$ cat src/rtl/uart_rx.sv
// ---------------------------------------------------------------------------
// uart_rx -- oversampling-free UART receiver (8 data bits, 1 stop bit)
//
// The serial line is synchronized into clk, then a small FSM times each
// bit with a down-counter loaded from the baud divider captured at the
// start bit. Bits are sampled mid-bit; a good byte is pushed to the rx FIFO
// with a single-cycle strobe.
//
// Optional feature: define UART_RX_PARITY_EN for 8E1 frames (even parity bit
// between the 8th data bit and the stop bit). Without it the frame is 8N1
// and rx_parity_err is tied low.
//
// Ports
//   clk               : sole clock, rising edge
//   rst_n             : asynchronous active-low reset
//   uart_rxd          : asynchronous serial input, idles high
//   UART_rx_en        : receiver enable
//   UART_baudrate_div : clk cycles per bit (values below 4 are ignored)
//   UART_rx_fifo_full : rx FIFO full flag
//   rx_fifo_wr_en     : one-cycle FIFO write strobe
//   UART_rx_data      : last received byte (valid with rx_fifo_wr_en)
//   rx_busy           : high whenever the FSM is not IDLE
//   rx_frame_err      : one-cycle pulse on a low stop bit
//   rx_overrun        : one-cycle pulse when a good byte is dropped (FIFO full)
//   rx_parity_err     : one-cycle pulse on an even-parity mismatch
// ---------------------------------------------------------------------------
module uart_rx #(
  parameter int SYNC_STAGES = 2
) (
  input  logic        clk,
  input  logic        rst_n,
  input  logic        uart_rxd,
  input  logic        UART_rx_en,
  input  logic [31:0] UART_baudrate_div,
  input  logic        UART_rx_fifo_full,
  output logic        rx_fifo_wr_en,
  output logic [7:0]  UART_rx_data,
  output logic        rx_busy,
  output logic        rx_frame_err,
  output logic        rx_overrun,
  output logic        rx_parity_err
);

  typedef enum logic [2:0] {
    IDLE      = 3'd0,
    START     = 3'd1,
    DATA      = 3'd2,
`ifdef UART_RX_PARITY_EN
    PARITY    = 3'd3,
`endif
    STOP      = 3'd4,
    WAIT_HIGH = 3'd5
  } state_t;

  logic [SYNC_STAGES-1:0] sync_q;
  logic                   rxs;

  state_t      state_q, state_d;
  logic [31:0] div_q, div_d;
  logic [31:0] cnt_q, cnt_d;
  logic [2:0]  bit_q, bit_d;
  logic [7:0]  shift_q, shift_d;
  logic [7:0]  data_q, data_d;
  logic        wr_en_q, wr_en_d;
  logic        busy_q, busy_d;
  logic        ferr_q, ferr_d;
  logic        ovr_q, ovr_d;
  logic        sample;
`ifdef UART_RX_PARITY_EN
  logic        par_q, par_d;
  logic        perr_q, perr_d;
`endif

  // Metastability synchronizer for the serial line; resets to idle-high.
  always_ff @(posedge clk or negedge rst_n) begin
    if (!rst_n) begin
      sync_q <= '1;
    end else begin
      sync_q <= {sync_q[SYNC_STAGES-2:0], uart_rxd};
    end
  end

  assign rxs    = sync_q[SYNC_STAGES-1];
  // A bit is sampled when the bit timer has run down to zero.
  assign sample = (cnt_q == 32'd0);

  // State, timing and registered-output update.
  always_ff @(posedge clk or negedge rst_n) begin
    if (!rst_n) begin
      state_q <= IDLE;
      div_q   <= 32'd0;
      cnt_q   <= 32'd0;
      bit_q   <= 3'd0;
      shift_q <= 8'h00;
      data_q  <= 8'h00;
      wr_en_q <= 1'b0;
      busy_q  <= 1'b0;
      ferr_q  <= 1'b0;
      ovr_q   <= 1'b0;
`ifdef UART_RX_PARITY_EN
      par_q   <= 1'b0;
      perr_q  <= 1'b0;
`endif
    end else begin
      state_q <= state_d;
      div_q   <= div_d;
      cnt_q   <= cnt_d;
      bit_q   <= bit_d;
      shift_q <= shift_d;
      data_q  <= data_d;
      wr_en_q <= wr_en_d;
      busy_q  <= busy_d;
      ferr_q  <= ferr_d;
      ovr_q   <= ovr_d;
`ifdef UART_RX_PARITY_EN
      par_q   <= par_d;
      perr_q  <= perr_d;
`endif
    end
  end

  // Next-state and next-output logic of the receive FSM.
  always_comb begin
    state_d = state_q;
    div_d   = div_q;
    cnt_d   = cnt_q;
    bit_d   = bit_q;
    shift_d = shift_q;
    data_d  = data_q;
    wr_en_d = 1'b0;
    ferr_d  = 1'b0;
    ovr_d   = 1'b0;
`ifdef UART_RX_PARITY_EN
    par_d   = par_q;
    perr_d  = 1'b0;
`endif
    if (!UART_rx_en) begin
      // Disabling abandons any frame silently.
      state_d = IDLE;
      cnt_d   = 32'd0;
    end else begin
      case (state_q)
        IDLE: begin
          // Dividers below 4 cannot place a mid-bit sample; ignore the start.
          if (!rxs && (UART_baudrate_div >= 32'd4)) begin
            state_d = START;
            div_d   = UART_baudrate_div;
            cnt_d   = (UART_baudrate_div >> 1) - 32'd1;
            bit_d   = 3'd0;
          end else begin
            state_d = IDLE;
          end
        end
        START: begin
          if (sample) begin
            state_d = rxs ? IDLE : DATA;
            cnt_d   = div_q - 32'd1;
          end else begin
            cnt_d = cnt_q - 32'd1;
          end
        end
        DATA: begin
          if (sample) begin
            shift_d = {rxs, shift_q[7:1]};
            cnt_d   = div_q - 32'd1;
            bit_d   = bit_q + 3'd1;
            if (bit_q == 3'd7) begin
`ifdef UART_RX_PARITY_EN
              state_d = PARITY;
`else
              state_d = STOP;
`endif
            end else begin
              state_d = DATA;
            end
          end else begin
            cnt_d = cnt_q - 32'd1;
          end
        end
`ifdef UART_RX_PARITY_EN
        PARITY: begin
          if (sample) begin
            par_d   = rxs;
            cnt_d   = div_q - 32'd1;
            state_d = STOP;
          end else begin
            cnt_d = cnt_q - 32'd1;
          end
        end
`endif
        STOP: begin
          if (sample) begin
            if (!rxs) begin
              ferr_d  = 1'b1;
              state_d = WAIT_HIGH;
            end else begin
              state_d = IDLE;
`ifdef UART_RX_PARITY_EN
              if (par_q != (^shift_q)) begin
                perr_d = 1'b1;
              end else
`endif
              if (UART_rx_fifo_full) begin
                ovr_d = 1'b1;
              end else begin
                wr_en_d = 1'b1;
                data_d  = shift_q;
              end
            end
          end else begin
            cnt_d = cnt_q - 32'd1;
          end
        end
        WAIT_HIGH: begin
          // Hold off until the line returns high so a broken frame cannot
          // be mistaken for a new start bit.
          if (rxs) begin
            state_d = IDLE;
          end else begin
            state_d = WAIT_HIGH;
          end
        end
        default: begin
          state_d = IDLE;
        end
      endcase
    end
    busy_d = (state_d != IDLE);
  end

  assign rx_fifo_wr_en = wr_en_q;
  assign UART_rx_data  = data_q;
  assign rx_busy       = busy_q;
  assign rx_frame_err  = ferr_q;
  assign rx_overrun    = ovr_q;
`ifdef UART_RX_PARITY_EN
  assign rx_parity_err = perr_q;
`else
  assign rx_parity_err = 1'b0;
`endif

endmodule
$ cat config.mk
export PLATFORM = sky130hd
export DESIGN_NAME = uart_rx
export DESIGN_NICKNAME = d
export VERILOG_FILES = /design/src/rtl/uart_rx.sv
export SDC_FILE = /design/constraint.sdc
export NUM_CORES = 1
export LEC_CHECK = 0
export CAP_MARGIN = 25
export CORE_MARGIN = 5
export CORE_UTILIZATION = 53
export DETAILED_ROUTE_END_ITERATION = 12
export PLACE_DENSITY = 0.74
export REMOVE_ABC_BUFFERS = 1
export SYNTH_ARGS = -nofsm -noshare
export SYNTH_HDL_FRONTEND = slang
export SYNTH_SLANG_ARGS = --single-unit
export TNS_END_PERCENT = 5
$ cat constraint.sdc
create_clock -name clk -period 3.3 [get_ports clk]
set_input_delay 0.33 -clock clk [delete_from_list [all_inputs] [get_ports clk]]
set_output_delay 0.33 -clock clk [all_outputs]
set_load 0.05 [all_outputs]
==> run summary <==
post-synth top area cell -> dfrtp_1
Die Area -> 0.0134 sq mm
initial core utilization -> 54.4%
H-Tree Depth -> 3
share of layout cells above drive strength 1 -> 16.6%
Cell variety after synth -> 66
CP Cell Sequence -> or4_4 > or4_4 > or3_1 > o41ai_4 > and2_1 > buf_4 > nor2_1 > a221oi_2
total grt overflow -> 0
RSZ-0062 raised after global routing -> no
Fillers -> 898
Skew-Pair Late Insertion Delay -> 0.35 ns
Total Nets Final -> 738
Post-CTS Hold Buffers -> 0
pwr dens -> 466 mW/mm^2
CP endpoint kind -> flop
clock sinks -> 92
CP startpoint -> cnt_q[21]
Setup TNS -> 0 ns
worst path required time -> 3.55 ns
Clock Pin Slew Worst Setup and Hold Paths -> 0.06 ns
synthesized flop and latch total -> 92
CORE AREA -> 0.0109 sq mm
post-DP HPWL -> 12,100 um
FP Rows -> 38
mux cell area share after synthesis -> 9.41%
Hold Crit Class -> in -> async
max cap viols -> 0
Synth Instances -> 634
Slew headroom -> 44.4%
status -> complete, but fails checks
worst vdd ir -> 0.312 mV
Max Slew Vio Count -> 0
post-layout util -> 64.3%
CTS tree -> done
fin crit period -> 3.19 ns
reg2reg path depth -> 8
r2r startpoint -> cnt_q[21]
crit path to -> cnt_q[1]
WS Path Type -> reg -> reg
Routed Antenna Nets -> 0
Simple-Gate Fraction of Synth Area -> 22.6%
Synth Warn # -> 0
Adder-Cell Fraction of Synth Area -> 1.05%
crit path DAT -> 3.45 ns
Highest Clock Rate -> 313 MHz
placed inst area -> 0.00674 sq mm
failing checks -> negative hold slack
DRT iter0 DRCs -> 459
vias -> 5,373
clk_skew -> 0.00926 ns
Post-synth EDFFs -> 0
final critical-path share of the clock period -> 96.7%
Crit Reg-Reg Endpoint -> cnt_q[1]
first-pass GRT wire length -> 27,600 um
sequential element share of the synthesized area -> 38.8%
Multi-input gate area -> 0.00346 sq mm
Port Buffers -> 48
area grow syn2layout -> 18.3%
RePlAce Congestion -> 0.924
Setup Viol. Count Final -> 0
final setup margin -> 0.109 ns
dominant cells by area after synthesis -> dfrtp_1, mux2_2, xor2_1
Hold Fails Final Rpt -> 14
GRT Overall Usage -> 26.0%
ys async rst share -> 100%
clock tree buffer depth -> 2
Critical Path Fanout Max -> 14
leakage power -> 0.00284 uW
Post-CTS Setup Repair Bufs -> 0
Synth Flop Type -> dfrtp_1
vias in the first global route -> 5,278
largest family of logic cells by synthesized area -> simple AND/OR/NAND/NOR gates
# diodes -> 0
Ports -> 50
slowest stage delay, CP -> 0.58 ns
xor/xnor share of the synthesized area -> 10.9%
Die Height -> 116 um
crit path max-delay cell type -> or4_4
routed vias/inst -> 6.40
WL final -> 16,600 um
CTS resizes -> 0
routed len/inst -> 19.8 um
R2R setup slack -> 0.11 ns
Tightest Pin Transition -> 0.823 ns
width of the chip -> 116 um
pre-CTS WS -> 0.161 ns
most frequent CP cell -> or4_4
compound-gate portion of the synthesized area -> 14.0%
TritonCTS Buffers -> 9
most common cell after layout, fill and taps aside -> dfrtp_1
share of the synthesized area in the top cell type -> 37.9%
largest net degree at the start of global routing -> 46
root buf cell -> clkbuf_16
initial antenna violation count -> 0
mean area per synthesized cell -> 9.38 sq um
Finished Cell Area -> 0.00703 sq mm
DRC Markers -> 0
Worst Hold Margin -> -0.0132 ns
CP Launch Type -> flop
most frequent cells in the layout -> dfrtp_1, mux2_2, clkdlybuf4s50_1
Post-Synthesis Cell Area -> 0.00595 sq mm
DR pass1 iterations -> 5
Register Area -> 0.00230 sq mm
## metal layers
layer	GRT usage (%)	vias to the layer above	wire [um]
met4	9.51	0	478
li1	-	2487	-
met1	36.4	2626	7120
met3	4.33	36	1220
met5	0	-	0
met2	40.9	224	7810
## cell type report
class | count | share of cell area, %
Tap cell | 140 | 2.49
Multi-Input combinational cell | 500 | 49.2
Inverter | 9 | 0.480
Clock buffer | 10 | 3.26
Sequential cell | 92 | 32.8
Timing Repair Buffer | 84 | 11.0
Clock inverter | 5 | 0.765
## worst min path at each step
stage                   start              end  cells past startpoint
global route            rst_n        div_q[27]                      1
global placement    sync_q[0]        sync_q[1]                      0
detailed placement  sync_q[0]        sync_q[1]                      0
finish                  rst_n       shift_q[1]                      1
floorplan               rst_n  UART_rx_data[0]                      0
CTS                     rst_n       shift_q[1]                      1
## cell usage after synthesis, types with 12 or more instances
cell type  instances
nor4_1            23
or4_1             12
nand3_1           27
dfrtp_1           90
or3_1             25
a21oi_1           28
xor2_1            40
nand2_1           40
nor2_1            45
mux2_2            47
xnor2_1           34
o211ai_1          16
clkbuf_1          23
nor3_1            36
o21ai_0           27
## flip-flops by register name (all words and copies together) (netlist names), 2 cells and up
register / cells
UART_rx_data: 8
bit_q: 3
cnt_q: 32
div_q: 32
shift_q: 8
state_q: 3
sync_q: 2
## kinds of logic (layout without fill, tap and decap cells)
group	count (synthesis)	count (layout)
AOI/OAI and AO/OA	120	120
xor gates and xnor gates	74	74
adders and majority gates	5	5
buffers and inverters	42	108
DFF	92	92
muxes	50	50
other	1	1
and+or+nand+nor	250	250
## worst max-delay path, delay by kind of cell (launching register included)
family	cells	cell delay, ns
compound gates	2	0.60
buf+inv	1	0.24
flops	1	0.44
simple gates	5	1.80
## stage by stage
step,power [uW],std cells
CTS,3280,840
floorplan,1940,601
global route,3450,840
finish,3280,840
detailed placement,2260,825
global placement,2230,825
## power breakdown
| part | total (uW) | switching, uW | internal, uW |
|---|---|---|---|
| combinational | 815 | 435 | 380 |
| clock | 1010 | 434 | 580 |
| sequential | 1450 | 182 | 1270 |
Note: power is estimated with default switching activity, not from simulation.
